`src/rtl/noc_flit_pkg.sv`:
```
// Shared flit-format definitions for the NoC assembler/depacketizer pair.
// Flag bit offsets (from the flit MSB), VC field helpers, flit kind decode.
package noc_flit_pkg;

    // Flag bit index within a W-bit flit is W - <offset>.
    localparam int FLAG_VALID_OFS = 1;
    localparam int FLAG_HEAD_OFS  = 2;
    localparam int FLAG_TAIL_OFS  = 3;

    typedef enum logic [1:0] {
        FK_HEAD,
        FK_TAIL,
        FK_BAD
    } flit_kind_e;

    // VC field sits directly below the three flag bits.
    function automatic int vc_msb(input int w);
        return w - FLAG_TAIL_OFS - 1;
    endfunction

    function automatic int vc_lsb(input int w, input int vcw);
        return w - FLAG_TAIL_OFS - vcw;
    endfunction

    // Head-only and tail-only are the legal kinds; both or neither is BAD.
    function automatic flit_kind_e flit_kind(input logic head,
                                             input logic tail);
        unique case ({head, tail})
            2'b10:   return FK_HEAD;
            2'b01:   return FK_TAIL;
            default: return FK_BAD;
        endcase
    endfunction

endpackage

```
`src/rtl/flit_assembler_2.sv`:
```
// Assembles a head/tail flit pair into one registered 2-flit packet word,
// dropping malformed sequences and backpressuring the router.
//
// Ports:
//   clk, rst_n  clock, synchronous active-low reset
//   flit_in     flit from router {valid, head, tail, vc, dest, data}
//   ready_out   flit accepted when high and flit_in valid is set
//   pkt_out     {head_flit, tail_flit}, zero when no packet is held
//   ready_in    downstream accept
//   err_count   saturating malformed-event count
//
// Build option: define FLIT_ASSEMBLER_ERR_CNT_EN to implement the error
// counter; without it err_count is tied to zero (drop behaviour unchanged).
module flit_assembler_2
    import noc_flit_pkg::*;
#(
    parameter int WIDTH_PKT        = 36,
    parameter int VC_ADDRESS_WIDTH = 1,
    parameter int ADDRESS_WIDTH    = 4,
    parameter int ERR_CNT_WIDTH    = 8
) (
    input  logic                     clk,
    input  logic                     rst_n,
    input  logic [WIDTH_PKT/2-1:0]   flit_in,
    output logic                     ready_out,
    output logic [WIDTH_PKT-1:0]     pkt_out,
    input  logic                     ready_in,
    output logic [ERR_CNT_WIDTH-1:0] err_count
);

    localparam int W      = WIDTH_PKT / 2;
    localparam int V_BIT  = W - FLAG_VALID_OFS;
    localparam int H_BIT  = W - FLAG_HEAD_OFS;
    localparam int T_BIT  = W - FLAG_TAIL_OFS;
    localparam int VC_HI  = vc_msb(W);
    localparam int VC_LO  = vc_lsb(W, VC_ADDRESS_WIDTH);
    localparam int DATA_W = VC_LO - ADDRESS_WIDTH;

    // Flags, VC and dest must leave room for at least one data bit.
    if (DATA_W < 1) begin : g_layout_too_narrow
    end

    logic [W-1:0]         hreg_q, hreg_d;
    logic                 h_v_q, h_v_d;
    logic [WIDTH_PKT-1:0] oreg_q, oreg_d;
    logic                 o_v_q, o_v_d;
    logic                 accept;
    logic                 vc_match;
    logic                 err_inc;
    flit_kind_e           kind;

    // Only a full head register facing a stalled output blocks the router.
    assign ready_out = !(h_v_q && o_v_q && !ready_in);
    assign accept    = ready_out && flit_in[V_BIT];
    assign kind      = flit_kind(flit_in[H_BIT], flit_in[T_BIT]);
    assign vc_match  = (hreg_q[VC_HI:VC_LO] == flit_in[VC_HI:VC_LO]);
    assign pkt_out   = o_v_q ? oreg_q : '0;

    always_comb begin
        hreg_d  = hreg_q;
        h_v_d   = h_v_q;
        oreg_d  = oreg_q;
        o_v_d   = o_v_q;
        err_inc = 1'b0;

        if (o_v_q && ready_in) begin
            o_v_d = 1'b0;
        end

        // A tail load can only coincide with o_v_q when ready_in drains
        // it, since ready_out is low otherwise.
        if (accept) begin
            unique case (kind)
                FK_HEAD: begin
                    hreg_d  = flit_in;
                    h_v_d   = 1'b1;
                    err_inc = h_v_q;
                end
                FK_TAIL: begin
                    if (!h_v_q) begin
                        err_inc = 1'b1;
                    end else if (vc_match) begin
                        oreg_d = {hreg_q, flit_in};
                        o_v_d  = 1'b1;
                        h_v_d  = 1'b0;
                    end else begin
                        h_v_d   = 1'b0;
                        err_inc = 1'b1;
                    end
                end
                default: begin
                    err_inc = 1'b1;
                end
            endcase
        end
    end

    always_ff @(posedge clk) begin
        if (!rst_n) begin
            hreg_q <= '0;
            h_v_q  <= 1'b0;
            oreg_q <= '0;
            o_v_q  <= 1'b0;
        end else begin
            hreg_q <= hreg_d;
            h_v_q  <= h_v_d;
            oreg_q <= oreg_d;
            o_v_q  <= o_v_d;
        end
    end

`ifdef FLIT_ASSEMBLER_ERR_CNT_EN
    logic [ERR_CNT_WIDTH-1:0] err_q, err_d;

    always_comb begin
        err_d = err_q;
        if (err_inc && !(&err_q)) begin
            err_d = err_q + 1'b1;
        end
    end

    always_ff @(posedge clk) begin
        if (!rst_n) begin
            err_q <= '0;
        end else begin
            err_q <= err_d;
        end
    end

    assign err_count = err_q;
`else
    logic unused_err_inc;
    assign unused_err_inc = err_inc;
    assign err_count      = '0;
`endif

endmodule

```
`config.mk`:
```
export PLATFORM = sky130hd
export DESIGN_NAME = flit_assembler_2
export DESIGN_NICKNAME = d
export VERILOG_FILES = /design/src/rtl/noc_flit_pkg.sv /design/src/rtl/flit_assembler_2.sv
export SDC_FILE = /design/constraint.sdc
export NUM_CORES = 1
export LEC_CHECK = 0
export CAP_MARGIN = 30
export CELL_PAD_IN_SITES_DETAIL_PLACEMENT = 0
export CELL_PAD_IN_SITES_GLOBAL_PLACEMENT = 2
export CORE_MARGIN = 2
export CORE_UTILIZATION = 29
export CTS_CLUSTER_SIZE = 8
export DETAILED_ROUTE_END_ITERATION = 8
export GPL_TIMING_DRIVEN = 0
export PLACE_DENSITY = 0.81
export SYNTH_ARGS = -nofsm -noshare
export SYNTH_HDL_FRONTEND = slang
export SYNTH_SLANG_ARGS = --single-unit
```
`constraint.sdc`:
```
create_clock -name clk -period 1.7 [get_ports clk]
set_input_delay 0.34 -clock clk [delete_from_list [all_inputs] [get_ports clk]]
set_output_delay 0.34 -clock clk [all_outputs]
set_load 0.005 [all_outputs]
```
Word level (Yosys, flattened, before mapping)
Cells that the tools add are included.

word-level totals
  register bits after elaboration = 56
  logic and storage cells = 27

cells by class
  multiplexer cells = 8
  reduce and logical (&&, ||, !) cells = 11
  equality and inequality tests = 4

operators by type and width
  cell                                                             count
  36-bit two-way mux                                               1
  1-bit two-way mux                                                5
  2-bit by 1-bit == test with 1-bit output, second input constant  2
  1-bit logical AND                                                4
  2-bit case mux with 2 select lines                               1
  2-bit AND reduction                                              2
  4-bit AND reduction                                              1
  2-bit == test, second input constant                             1
  1-bit logical NOT                                                2
  2-bit logical NOT                                                1
  1-bit case mux with 2 select lines                               1
  2-bit nonzero test                                               1
  1-bit == test                                                    1

Longest topological paths before layout
  depth in word-level cells = 6
  mapped depth = 7
  gate-level depth less buffers = 5

Worst setup path after synthesis
Ideal clock, no wire load.

  path type = input to register
  from = in flit_in[16]
  to = reg oreg_q[0]
  slack = 356 ps
  stages = 7
  setup time = 72 ps
  data arrival time = 1,273 ps
  cell sequence = inv_1 -> ha_1 -> nand3_2 -> nor3_2 -> buf_6 -> buf_12 -> mux2i_1

on the way
  longest elaborated chain between the ends = 4
  elaborated cells on any way between the ends = 5

ends and longest elaborated chain
  item                                                                              line                     text
  from (decl)                                                                       flit_assembler_2.sv:24   input logic [WIDTH_PKT/2-1:0] flit_in,
  2-bit by 1-bit == test with 1-bit output / 2-bit == test (equally long branches)  noc_flit_pkg.sv:28       unique case ({head, tail})
  2-bit case mux with 2 select lines (*)                                            noc_flit_pkg.sv:28
  2-bit by 1-bit == test with 1-bit output (*)                                      flit_assembler_2.sv:73   unique case (kind)
  4-bit AND reduction (no line) (*)                                                 n/a
  to (signal assigned)                                                              flit_assembler_2.sv:107  oreg_q <= oreg_d;
  to (decl)                                                                         flit_assembler_2.sv:45   logic [WIDTH_PKT-1:0] oreg_q, oreg_d;

Every way passes the cells marked *; elsewhere a longest branch is shown, timed or not.
A chain may end at the register's enable or synchronous reset.

Worst setup path after layout
  from = reg o_v_q
  to = out pkt_out[16]

on the way
  longest elaborated chain between the ends = 1

ends and longest elaborated chain
  item                    line                     text
  from (decl)             flit_assembler_2.sv:46   logic o_v_q, o_v_d;
  from (signal assigned)  flit_assembler_2.sv:108  o_v_q <= o_v_d;
  36-bit two-way mux      flit_assembler_2.sv:57   assign pkt_out = o_v_q ? oreg_q : '0;
  to (decl)               flit_assembler_2.sv:26   output logic [WIDTH_PKT-1:0] pkt_out,

Every way passes these cells.

==> qor.yml <==
cts:
  clkLatencyLatePin_ns: 0.31
  htreeDepth: 2
  cts-buffers-inserted: 5
  cts_hold_buf: 0
  clk_pin_slew_ns: 0.10
  cts_buffer_depth: 2
  cts_tree: "yes"
  cts-root-buf: "clkbuf_8"
  clock_sinks: 56
critical_path:
  slowest_stage: "dfxtp_2"
  crit_chain: "buf_8, clkbuf_16, buf_8, and2_1, clkbuf_2"
  r2r_cells: 6
  rr_endpoint: "hreg_q[11]"
  required_ns: 1.36
  r2r_slack_ns: 0.35
  critPathKind: "reg -> out"
  critPathCaptureType: "output port"
  arrival_ns: 1.32
  timing.critical_path.mode_cell: "buf_8"
  cp_max_fo: 8
  worstReg2RegStart: "o_v_q"
  start_kind: "flop"
  critPathMaxStageDelay_ns: 0.34
  crit_start: "o_v_q"
floorplanning:
  design.die.area_sq_um: 9940
  die_h_microns: 99.7
  dieWidth_microns: 99.7
  initial_core_util: 0.302
  core.rowCount: 34
  io_pins: 66
  core_region_area_sq_um: 8810
power:
  total_power_w: 0.00230
  ir_drop_v: 0.000305
  leakagePower_nw: 1.41
  p_per_area_nw_per_um2: 642
routing:
  drt_first_pass_iters: 4
  drc: 0
  vias: 2234
  drt_iter0_markers: 66
  ant_nets: 0
  drt_wl_total_microns: 6760
  vias_per_cell: 4.53
  wl_per_cell_microns: 13.7
run:
  maxCapViolations: 0
timing:
  clock_skew_ns: 0.00888
  slew_violations: 0
  setup_viol: 0
  relSlewSlack: 0.649
  rsz0062_at_grt: "yes"
  period_share: 0.979
  layout_min_cycle_time_ns: 1.66
  tightestPinTransition_ns: 0.525
  fmaxAchievable_ghz: 0.601
  hold_viol: 0
  timing.final.ws_setup_ns: 0.0354
final_layout:
  postLayoutCoreUtil: 0.407
  nets: 407
  most-common-layout-cells: "nand2_1 (70), dfxtp_1 (54), mux2i_1 (33), and2_1 (28), o21ai_0 (18)"
  drive_above_1_share: 0.213
  area_growth_pct: 35.0
  layout_commonest_cell: "nand2_1"
  diodes: 0
synth:
  yosysSeqAreaShare: 0.422
  syn_area_sq_um: 2660
  yosysWarnings: 0
  synth-seq-cells: 56
  syn-instance-count: 305
  syn_avg_cell_area_sq_um: 8.71
  synth_cell_types: 31
grt:
  met3_usage: 0.0344
  grt_use_met1: 0.195
  antenna_found_initial: 0
  grt_use_total: 0.141
  grt_max_degree: 18
  grt_overflow: 0
  grt_most_used_layer: "met2"
  use_met2: 0.228
  grt_pass1_vias: 2221
  grt_pass1_wl_microns: 11100
run_status:
  status: "finished, final reports clean"
placement:
  place_congestion: 0.730
  dp_hpwl_microns: 4810
  post-place-ws_ns: -0.612
  portBuffers: 56
worst_hold_path:
  hp-start: "flit_in[16]"
  hold_depth: 3
  min_delay_worst_endpoint: "oreg_q[16]"
  hold_class: "in -> reg"
-- worst max-delay path by stage --
stage                  end  slack, ns
2_1_floorplan    oreg_q[0]       0.36
3_3_place_gp     ready_out      -0.61
3_5_place_dp     ready_out      -0.61
4_1_cts        pkt_out[16]      -0.09
5_1_grt        pkt_out[16]      -0.02
6_report       pkt_out[16]       0.04
-- critical path, delay by kind of cell (launching register included) --
| kind | cells | cell delay [ns] |
|---|---|---|
| simple gates | 1 | 0.16 |
| flops | 1 | 0.34 |
| buf+inv | 4 | 0.51 |
-- layer usage --
layer / up-vias / routed length, microns
li1: 1145 / -
met1: 1038 / 3360
met2: 46 / 3060
met3: 5 / 288
met4: 0 / 46
met5: - / 0
-- report_power, final --
part | switching [W] | internal [W]
logic | 0.000102 | 0.0000981
registers | 0.00000902 | 0.00133
clock network | 0.000437 | 0.000327
total | 0.000548 | 0.00175
-- synthesized netlist by cell type --
cell	count	area share
clkbuf_1	14	0.020
and2_1	36	0.085
inv_1	2	0.0028
and2_2	1	0.0028
nor2b_1	1	0.0024
nor3_2	1	0.0038
nand2_1	70	0.099
buf_12	3	0.023
mux2i_1	33	0.12
o21a_1	2	0.0057
a21boi_1	10	0.028
or2_2	1	0.0024
buf_2	3	0.0057
buf_4	10	0.028
xor2_1	1	0.0033
dfxtp_1	56	0.42
and3b_1	1	0.0033
a21boi_0	8	0.023
o21ai_0	18	0.034
buf_6	2	0.0085
and4_2	1	0.0038
nand2b_1	2	0.0047
nor3_1	1	0.0019
inv_6	1	0.0033
nand3_2	1	0.0038
a21oi_1	3	0.0057
ha_1	2	0.0094
conb_1	1	0.0014
o22ai_1	2	0.0047
nand3_1	17	0.032
nor2b_2	1	0.0033
-- repair_timing --
action	in CTS	in global routing
endpoints found under the setup margin	75	85
gates cloned	1	0
resized for setup	124	38
setup buffers	10	0
pin swaps	0	4
-- registers in the layout, indices dropped and copies added (netlist names) --
name	count
oreg_q	36
hreg_q	18
h_v_q	1
o_v_q	1
-- logic make-up after synthesis --
logic type,count (synthesis),synth area share
AND/OR/NAND/NOR,134,0.248
flip-flops,56,0.422
AO/OA/AOI/OAI,43,0.101
buffers and inverters,35,0.0909
multiplexers,33,0.124
adder cells (fa/ha/maj),2,0.00942
other,1,0.00141
XOR/XNOR,1,0.00330
-- through the flow --
| step | std cells | hold slack (ns) | cell area [sq um] | TNS, ns |
|---|---|---|---|---|
| after global routing | 493 | 0.410 | 3590 | -0.0261 |
| after global placement | 476 | 0.439 | 3380 | -31.66 |
| after floorplan | 312 | 0.430 | 2680 | 0 |
| final | 493 | 0.409 | 3590 | 0 |
| after CTS | 494 | 0.462 | 3570 | -0.478 |
| after detailed placement | 476 | 0.444 | 3380 | -31.97 |
-- final cells by class --
class,count,area [sq um]
fillers,949,5220
flip-flops and latches,56,1120
clock inverters,2,10.0
repair buffers,67,597
well taps,108,135
clock buffers,6,82.6
plain buffers,30,279
inverters,3,18.8
multi-input cells,221,1340
No activity file was read; power rests on OpenSTA's default activity.
